<file path="src/rtl/mips_pkg.sv">
// Shared definitions for the instruction-fetch front end.
//
// Contents:
//   fetch_state_e    - state of the fetch-PC state machine (BOOT / RUN / HALTED)
//   pc_sel_e         - which source feeds the next PC (SEQ / BR / J / JR)
//   RESET_PC_DEFAULT - default first fetch address after reset
package mips_pkg;

    typedef enum logic [1:0] {
        ST_BOOT   = 2'd0,
        ST_RUN    = 2'd1,
        ST_HALTED = 2'd2
    } fetch_state_e;

    typedef enum logic [1:0] {
        SEL_SEQ = 2'd0,
        SEL_BR  = 2'd1,
        SEL_J   = 2'd2,
        SEL_JR  = 2'd3
    } pc_sel_e;

    localparam logic [31:0] RESET_PC_DEFAULT = 32'h0000_0000;

endpackage

</file>
<file path="src/rtl/pc_next_calc.sv">
// Combinational next-PC calculator.
//
// Picks the candidate next fetch address from the current PC and the redirect
// requests. Priority is jr > j > taken branch > sequential. All arithmetic is
// 32-bit and wraps silently.
//
// Ports:
//   pc            in   current fetch address
//   branch_taken  in   PC-relative branch requested
//   branch_offset in   signed word offset (immediate field)
//   jump          in   J-type jump requested
//   jump_target   in   26-bit J-type target field
//   jump_reg      in   register jump (jr) requested
//   reg_target    in   register jump address
//   pc_plus4      out  pc + 4
//   next_pc       out  selected candidate next PC
module pc_next_calc
    import mips_pkg::*;
(
    input  logic [31:0] pc,
    input  logic        branch_taken,
    input  logic [15:0] branch_offset,
    input  logic        jump,
    input  logic [25:0] jump_target,
    input  logic        jump_reg,
    input  logic [31:0] reg_target,
    output logic [31:0] pc_plus4,
    output logic [31:0] next_pc
);

    pc_sel_e     sel;
    logic [31:0] branch_disp;
    logic [31:0] branch_pc;
    logic [31:0] jump_pc;

    assign pc_plus4 = pc + 32'd4;

    // Word offset sign-extended and converted to a byte displacement.
    assign branch_disp = {{14{branch_offset[15]}}, branch_offset, 2'b00};
    assign branch_pc   = pc_plus4 + branch_disp;

    // J-type keeps the 256 MB region of the delay-slot address.
    assign jump_pc     = {pc_plus4[31:28], jump_target, 2'b00};

    always_comb begin
        sel = SEL_SEQ;
        if (jump_reg) begin
            sel = SEL_JR;
        end else if (jump) begin
            sel = SEL_J;
        end else if (branch_taken) begin
            sel = SEL_BR;
        end
    end

    always_comb begin
        next_pc = pc_plus4;
        case (sel)
            SEL_JR:  next_pc = reg_target;
            SEL_J:   next_pc = jump_pc;
            SEL_BR:  next_pc = branch_pc;
            default: next_pc = pc_plus4;
        endcase
    end

endmodule

</file>
<file path="src/rtl/fetch_pc_unit.sv">
// Fetch program-counter unit.
//
// Holds the PC register and a small BOOT/RUN/HALTED state machine. After reset
// release the unit spends one BOOT cycle, then fetches sequentially or follows
// redirects. A misaligned or out-of-range next PC freezes the PC and halts the
// unit until the next reset; a misaligned target also sets the sticky
// misalign_err flag.
//
// Ports:
//   clk, rst_n     clock and asynchronous active-low reset
//   stall          hold the PC this cycle (overrides and drops any redirect)
//   branch_taken   take PC-relative branch, offset in branch_offset
//   jump           take J-type jump, target field in jump_target
//   jump_reg       take register jump to reg_target
//   pc             current fetch address
//   pc_plus4       pc + 4 for the link path
//   fetch_valid    pc is a legal fetch this cycle
//   halted         sticky stop indication
//   misalign_err   sticky misaligned-target flag
module fetch_pc_unit
    import mips_pkg::*;
#(
    parameter logic [31:0] RESET_PC   = RESET_PC_DEFAULT,
    parameter int          IMEM_WORDS = 7
) (
    input  logic        clk,
    input  logic        rst_n,
    input  logic        stall,
    input  logic        branch_taken,
    input  logic [15:0] branch_offset,
    input  logic        jump,
    input  logic [25:0] jump_target,
    input  logic        jump_reg,
    input  logic [31:0] reg_target,
    output logic [31:0] pc,
    output logic [31:0] pc_plus4,
    output logic        fetch_valid,
    output logic        halted,
    output logic        misalign_err
);

    // First byte address past the end of instruction memory.
    localparam logic [31:0] IMEM_LIMIT = 32'(4 * IMEM_WORDS);

    fetch_state_e state_q, state_d;
    logic [31:0]  pc_q, pc_d;
    logic         misalign_q, misalign_d;
    logic [31:0]  next_pc;

    pc_next_calc u_pc_next_calc (
        .pc            (pc_q),
        .branch_taken  (branch_taken),
        .branch_offset (branch_offset),
        .jump          (jump),
        .jump_target   (jump_target),
        .jump_reg      (jump_reg),
        .reg_target    (reg_target),
        .pc_plus4      (pc_plus4),
        .next_pc       (next_pc)
    );

    always_ff @(posedge clk or negedge rst_n) begin
        if (!rst_n) begin
            state_q    <= ST_BOOT;
            pc_q       <= RESET_PC;
            misalign_q <= 1'b0;
        end else begin
            state_q    <= state_d;
            pc_q       <= pc_d;
            misalign_q <= misalign_d;
        end
    end

    // A bad target never reaches the PC register: the PC keeps the last good
    // address and the unit halts. Misalignment is checked first so it is
    // flagged even when the target is also out of range.
    always_comb begin
        state_d    = state_q;
        pc_d       = pc_q;
        misalign_d = misalign_q;
        case (state_q)
            ST_BOOT: begin
                state_d = ST_RUN;
            end
            ST_RUN: begin
                if (!stall) begin
                    if (next_pc[1:0] != 2'b00) begin
                        misalign_d = 1'b1;
                        state_d    = ST_HALTED;
                    end else if (next_pc >= IMEM_LIMIT) begin
                        state_d    = ST_HALTED;
                    end else begin
                        pc_d       = next_pc;
                    end
                end
            end
            ST_HALTED: begin
                state_d = ST_HALTED;
            end
            default: begin
                state_d = ST_BOOT;
            end
        endcase
    end

    assign pc           = pc_q;
    assign fetch_valid  = (state_q == ST_RUN);
    assign halted       = (state_q == ST_HALTED);
    assign misalign_err = misalign_q;

endmodule
</file>
<file path="config.mk">
export PLATFORM = sky130hd
export DESIGN_NAME = fetch_pc_unit
export DESIGN_NICKNAME = d
export VERILOG_FILES = /design/src/rtl/mips_pkg.sv /design/src/rtl/pc_next_calc.sv /design/src/rtl/fetch_pc_unit.sv
export SDC_FILE = /design/constraint.sdc
export NUM_CORES = 1
export LEC_CHECK = 0
export ABC_CLOCK_PERIOD_IN_PS = 9900
export BUFFER_PORTS_ARGS = -buffer_cell sky130_fd_sc_hd__buf_4
export CAP_MARGIN = 0
export CORE_MARGIN = 10
export CORE_UTILIZATION = 25
export CTS_BUF_LIST = sky130_fd_sc_hd__clkbuf_2
export DETAILED_ROUTE_END_ITERATION = 7
export GPL_TIMING_DRIVEN = 0
export PLACE_DENSITY = 0.43
export SYNTH_ARGS = -nofsm -noshare
export SYNTH_HDL_FRONTEND = slang
export SYNTH_SLANG_ARGS = --single-unit
</file>
<file path="constraint.sdc">
create_clock -name clk -period 9.9 [get_ports clk]
set_input_delay 1.485 -clock clk [delete_from_list [all_inputs] [get_ports clk]]
set_output_delay 1.485 -clock clk [all_outputs]
set_load 0.05 [all_outputs]
</file>
==> flow_summary_export.csv, run 1 <==
group,metric,value,unit
clocking,tritoncts,"built",
die,start_util,25.6,%
clocking,cts_resized,0,
die,die_h,162,um
sta,tightest_slew,1.07,ns
drt,wl_per_cell,21.9,um
die,die_x,162,um
job,max_cap_viol_count,0,
placed_design,place_ws,3.10,ns
die,pin_count,147,
sta,hold_violations,0,
power_and_ir_drop,p_leak,2.98,nW
sta,fin_crit_sh,69.6,%
sta,setup_slack,3.01,ns
synth,async_flop_share,100,%
clocking,cts_sinks,35,
synth,yosysUniqueCellTypes,69,
clocking,insertion_delay,0.37,ns
drt,drt_iter0_drc,538,
sta,fin_tns_setup,0,ns
synth,synth_nets,817,
sta,max_freq,145,MHz
finish,num_antenna_cells,0,
finish,area_delta_synth_final,28.8,%
clocking,clkTransAtPathRegs,0.15,ns
drt,drtPass1Iterations,6,
status,outcome,"finished, final reports clean",
drt,vias,6005,
finish,final_nets,969,
die,dieArea,0.0262,sq mm
global_routing,grt_pass1_wl,37400,um
synth,synthFlopType,"dfrtp_1",
finish,multi_input_area,0.00387,sq mm
global_routing,grt_remaining_overflow,0,
synth,yosysWarnings,0,
sta,final.setup_skew,0.0103,ns
clocking,root_buffer,"clkbuf_2",
worst_setup_path,crit-reg2reg-launch,"pc[11]",
worst_hold_path,worstHoldPathType,"reg -> reg",
sta,setup_viol,0,
worst_setup_path,cp.required,10.17,ns
power_and_ir_drop,powerDensity,59.6,mW/mm^2
sta,finalCriticalPeriod,6.89,ns
synth,synth_edf_count,0,
drt,wl,24500,um
sta,slew_headroom,27.8,%
die,core,0.0197,sq mm
worst_setup_path,crit_type,"reg -> reg",
worst_setup_path,worstPathMaxFanout,10,
worst_setup_path,critical_path_arrival,7.16,ns
synth,ys_seq_area_share,17.4,%
worst_setup_path,startpoint_type,"flop",
sta,rsz0062_at_grt,"no",
synth,synth_area,0.00504,sq mm
worst_setup_path,crit_path_start,"pc[11]",
sta,drv_slew,0,
global_routing,antenna_found_initial,0,
die,row_count,51,
synth,syn_avg_cell_area,7.19,sq um
finish,drive_above_1_share,20.2,%
global_routing,track_usage,18.1,%
placed_design,hpwl,20800,um
clocking,clk_path_buf_depth,2,
drt,drcViolationCount,0,
global_routing,grt_pass1_vias,6060,
drt,ant_nets,0,
finish,fillCellCount,2230,
synth,syn-instance-count,701,
worst_hold_path,hp-start,"misalign_err",
drt,viasPerCell,5.38,
global_routing,grt_max_degree,36,
finish,seqCellArea,876,sq um
clocking,numCtsBuffers,5,
synth,synth_seq_cells,35,
clocking,post-cts-setup-buffer-count,0,
placed_design,routabilityCongestion,0.922,
clocking,hold_buffers,0,
placed_design,io_buffers,145,
clocking,htreeDepth,2,
worst_setup_path,cp-end-kind,"flop",
power_and_ir_drop,max-vdd-ir-drop,0.0540,mV
==> synthesized netlist by cell type (11+ instances only) <==
| master | n | area [sq um] |
|---|---|---|
| a21oi_1 | 59 | 295 |
| and2_1 | 33 | 206 |
| and3_1 | 11 | 68.8 |
| clkbuf_1 | 36 | 135 |
| dfrtp_1 | 35 | 876 |
| ha_1 | 35 | 438 |
| inv_1 | 34 | 128 |
| nand2_1 | 63 | 236 |
| nand3_1 | 35 | 175 |
| nand4_1 | 27 | 169 |
| nor2_1 | 40 | 150 |
| nor3_1 | 26 | 130 |
| nor4_1 | 15 | 93.8 |
| o21ai_0 | 34 | 170 |
| xnor2_1 | 19 | 166 |
| xor2_1 | 14 | 123 |
==> per-layer routing <==
layer  share of wire, %  up-vias  global-route usage, %
met5                  0        -                      0
met4                2.1        0                   4.67
met3                5.5       26                   2.88
met2                 46      208                   29.6
met1                 47     2840                   24.1
li1                   -     2931                      -
==> worst max-delay path, stage by stage, from the launching register on <==
cell	delay, ns
dfrtp_1	0.50
nand4_1	0.22
nor4_1	0.96
nand3_1	0.19
xnor2_1	0.67
ha_1	0.22
clkbuf_1	0.29
nand2_1	0.16
nor4_1	0.43
o21ai_0	0.32
a2111oi_0	0.95
o211ai_1	0.19
or4_1	0.51
nor4_2	0.40
nand4_2	0.28
clkbuf_1	0.28
and2_1	0.21
==> registers in the layout (all words and copies together) (netlist names) <==
name and cells:
misalign_err 1, pc 32, state_q 2
==> cell usage in the layout (no fill, tap or decap), drive strengths merged, types with 8 or more instances in the layout <==
cell type / instances
nor2: 40
nand3: 35
nand4: 28
and2: 33
nor4: 16
clkbuf: 42
a31oi: 10
buf: 152
a21oi: 59
ha: 35
or3: 10
mux2i: 8
dfrtp: 35
xnor2: 19
inv: 34
nand2: 63
and3: 11
o21ai: 34
xor2: 14
nor3: 26
o211ai: 10
a21o: 8
==> per-stage QoR <==
stage / utilization [%] / power [W] / instances / cell area (sq um) / hold WS [ns]
5_1_grt: 33.0 / 0.000415 / 1117 / 6490 / 0.551
2_1_floorplan: - / 0.000258 / 701 / 5040 / 0.508
4_1_cts: 33.0 / 0.000392 / 1117 / 6490 / 0.525
3_5_place_dp: 32.9 / 0.000331 / 1111 / 6460 / 0.477
6_report: 33.0 / 0.000387 / 1117 / 6490 / 0.516
3_3_place_gp: 32.9 / 0.000331 / 1111 / 6460 / 0.458
==> path summary, 6_finish.rpt <==
check	end	slack [ns]	cells past startpoint
worst min-delay path	misalign_err	0.52	1
worst max register to register	pc[30]	3.01	16
max in group asynchronous	pc[20]	8.53	1
worst max-delay path	pc[30]	3.01	16
worst min register to register	misalign_err	0.52	1
min in group asynchronous	pc[24]	1.05	1
==> power breakdown <==
part | leakage [nW] | switching (W) | total (W) | internal, W
Sequential | 0.471 | 0.00000415 | 0.000153 | 0.000149
Clock | 0.0249 | 0.0000427 | 0.0000587 | 0.0000160
Combinational | 2.48 | 0.000107 | 0.000175 | 0.0000677
Total | 2.98 | 0.000154 | 0.000387 | 0.000233
==> layout make-up <==
cell class,instances,area share (%)
flip-flops and latches,35,13.5
multi-input cells,589,59.6
well taps,265,5.11
plain buffers,43,2.64
inverters,34,1.97
repair buffers,145,16.8
clock buffers,6,0.463
==> cells by family (layout without fill, tap and decap cells) <==
logic type                 Yosys count  in the layout  synth area share, %
xor gates and xnor gates            33             33                 5.73
muxes                               11             11                 2.26
DFF                                 35             35                 17.4
adders and majority gates           36             36                 9.08
buffers and inverters               77            228                 5.93
and+or+nand+nor                    308            308                 33.1
AOI/OAI and AO/OA                  201            201                 26.5
No activity file was read; power rests on OpenSTA's default activity.
==> run 2, diff against run 1 <==
--- a/config.mk
+++ b/config.mk
@@ -5,7 +5,7 @@
 export SDC_FILE = /design/constraint.sdc
 export NUM_CORES = 1
 export LEC_CHECK = 0
-export ABC_CLOCK_PERIOD_IN_PS = 9900
+export ABC_CLOCK_PERIOD_IN_PS = 6600
 export BUFFER_PORTS_ARGS = -buffer_cell sky130_fd_sc_hd__buf_4
 export CAP_MARGIN = 0
 export CORE_MARGIN = 10
==> constraint.sdc (replaced) <==
create_clock -name clk -period 6.6 [get_ports clk]
set_input_delay 0.99 -clock clk [delete_from_list [all_inputs] [get_ports clk]]
set_output_delay 0.99 -clock clk [all_outputs]
set_load 0.05 [all_outputs]
==> run 2 against run 1 <==
  * Power increased by 50%
  * Count of clock-buffer cells in the layout is the same
  * Design area increased by 0.39%
  * Largest cell class unchanged
  * Flip-flop and latch count unchanged
  * Sequential share of layout area fell by 0.052 points
  * Clock power rose by 50%
  * Largest power group unchanged
==> flow_summary_export.csv, run 2 (synthesis gave the netlist of run 1 again) <==
group,metric,value,unit
clocking,clk_path_buf_depth,2,
power_and_ir_drop,p_leak,2.99,nW
finish,final_nets,969,
drt,wl_per_cell,22.0,um
finish,fillCellCount,2227,
sta,drv_slew,0,
finish,area_delta_synth_final,29.3,%
finish,final_common_cell,"buf_4",
worst_setup_path,worstPathMaxFanout,10,
finish,drive_above_1_share,20.7,%
global_routing,grt_pass1_vias,6058,
die,die_h,162,um
sta,slew_headroom,40.3,%
clocking,hold_buffers,0,
job,max_cap_viol_count,0,
clocking,clkTransAtPathRegs,0.16,ns
worst_setup_path,crit_type,"reg -> reg",
worst_hold_path,worstHoldPathType,"reg -> reg",
die,core,0.0197,sq mm
global_routing,grt_remaining_overflow,0,
clocking,root_buffer,"clkbuf_2",
power_and_ir_drop,max-vdd-ir-drop,0.0809,mV
finish,mostFrequentLayoutCells,"147 x buf_4, 63 x nand2_1, 59 x a21oi_1, 40 x nor2_1, 36 x clkbuf_1",
die,die_x,162,um
drt,wl,24600,um
worst_setup_path,startpoint_type,"flop",
sta,fin_crit_sh,95.6,%
global_routing,grt_max_degree,36,
sta,max_freq,158,MHz
drt,drt_iter0_drc,454,
drt,ant_nets,0,
die,pin_count,147,
finish,largest_reg_flops,32,
sta,setup_viol,0,
sta,tightest_slew,0.894,ns
clocking,insertion_delay,0.36,ns
worst_setup_path,cp.required,6.87,ns
drt,vias,5993,
worst_setup_path,cp-end-kind,"flop",
worst_setup_path,critical_path_arrival,6.58,ns
sta,hold_violations,0,
global_routing,grt_pass1_wl,37400,um
sta,hold_ws,0.511,ns
die,dieArea,0.0262,sq mm
global_routing,antenna_found_initial,0,
finish,fin_cells,1117,
placed_design,hpwl,20800,um
finish,num_antenna_cells,0,
sta,finalCriticalPeriod,6.31,ns
drt,viasPerCell,5.37,
power_and_ir_drop,powerDensity,89.0,mW/mm^2
clocking,tritoncts,"built",
worst_setup_path,path_cells,"clkbuf_1 > nand3_1 > or2_2 > clkbuf_1 > nor3_1 > xor2_1 > ha_1 > clkbuf_1 > nand2_1 > nor4_1 > o21ai_0 > a2111oi_2 > o211ai_1 > or4_1 > nor4_2 > nand4_2 > clkbuf_1 > and2_1",
clocking,htreeDepth,2,
sta,rsz0062_at_grt,"no",
placed_design,dp_cells,1111,
die,start_util,25.6,%
clocking,cts_sinks,35,
placed_design,routabilityCongestion,0.922,
sta,final.setup_skew,0.0103,ns
die,row_count,51,
worst_setup_path,crit_path_frequent_cell,"clkbuf_1",
global_routing,track_usage,18.1,%
clocking,numCtsBuffers,5,
status,outcome,"finished, final reports clean",
worst_setup_path,slowest_stage,"a2111oi_2",
worst_setup_path,cpPeakStageDelay,0.65,ns
drt,drcViolationCount,0,
placed_design,io_buffers,145,
drt,drtPass1Iterations,6,
[run 2: cell types whose count changed in the layout (fill, tap and decap cells not counted)]
cell       change
a2111oi_0      -1
a2111oi_2      +1
a211oi_1       -1
a211oi_2       +1
nor4_1         -1
nor4_2         +1
xnor2_1        -1
xnor2_2        +1
[run 2: worst max-delay path, delay by kind of cell (launching register included)]
family          cells  cell delay (ns)
buf+inv             4             1.05
simple gates        9             2.84
xor+xnor            1             0.56
fa+ha+maj           1             0.21
flops               1             0.38
compound gates      3             1.16
[run 2: repair_timing]
item,in CTS,in global routing
buffers inserted,0,0
resized for setup,2,3
setup endpoints to repair,31,34
endpoints found under the hold margin,0,0
[run 2: metal layers]
metal  up-vias  track usage [%]  share of wire, %
li1       2928                -                 -
met2       201             29.6                46
met5         -                0                 0
met3        22             2.88               5.7
met1      2842             24.1                47
met4         0             4.67               1.9
[run 2: path summary, 6_finish.rpt]
kind	cells after the start	slack (ns)	to	from
max	18	0.29	pc[30]	pc[4]
max in group asynchronous	1	5.73	pc[20]	rst_n
min	1	0.51	misalign_err	misalign_err
min reg2reg	1	0.51	misalign_err	misalign_err
max reg2reg	18	0.29	pc[30]	pc[4]
min in group asynchronous	1	0.56	pc[24]	rst_n
[run 2: per-stage QoR]
step | power (W) | worst slack [ns] | TNS [ns] | utilization [%] | area, sq um
floorplan | 0.000388 | 0.702 | 0 | - | 5040
detailed placement | 0.000496 | -0.198 | -4.59 | 32.9 | 6460
global placement | 0.000496 | -0.196 | -4.63 | 32.9 | 6460
global route | 0.000623 | 0.0114 | 0 | 33.2 | 6520
finish | 0.000580 | 0.290 | 0 | 33.2 | 6520
CTS | 0.000588 | 0.0140 | 0 | 33.1 | 6500
[run 2: area by class of cell]
class                      count  area (sq um)  area share, %
tap                          265           332           5.09
sequential                    35           876           13.4
inverter                      34           128           1.96
clock buffer                   6          30.0          0.461
buffer                        43           171           2.63
timing repair buffer         145          1090           16.7
multi-input combinational    589          3890           59.7
[run 2: power breakdown]
group	internal [W]	switching (W)	leakage, nW
Clock	0.0000239	0.0000640	0.0249
Combinational	0.000102	0.000161	2.49
Sequential	0.000224	0.00000610	0.471
Total	0.000349	0.000231	2.99
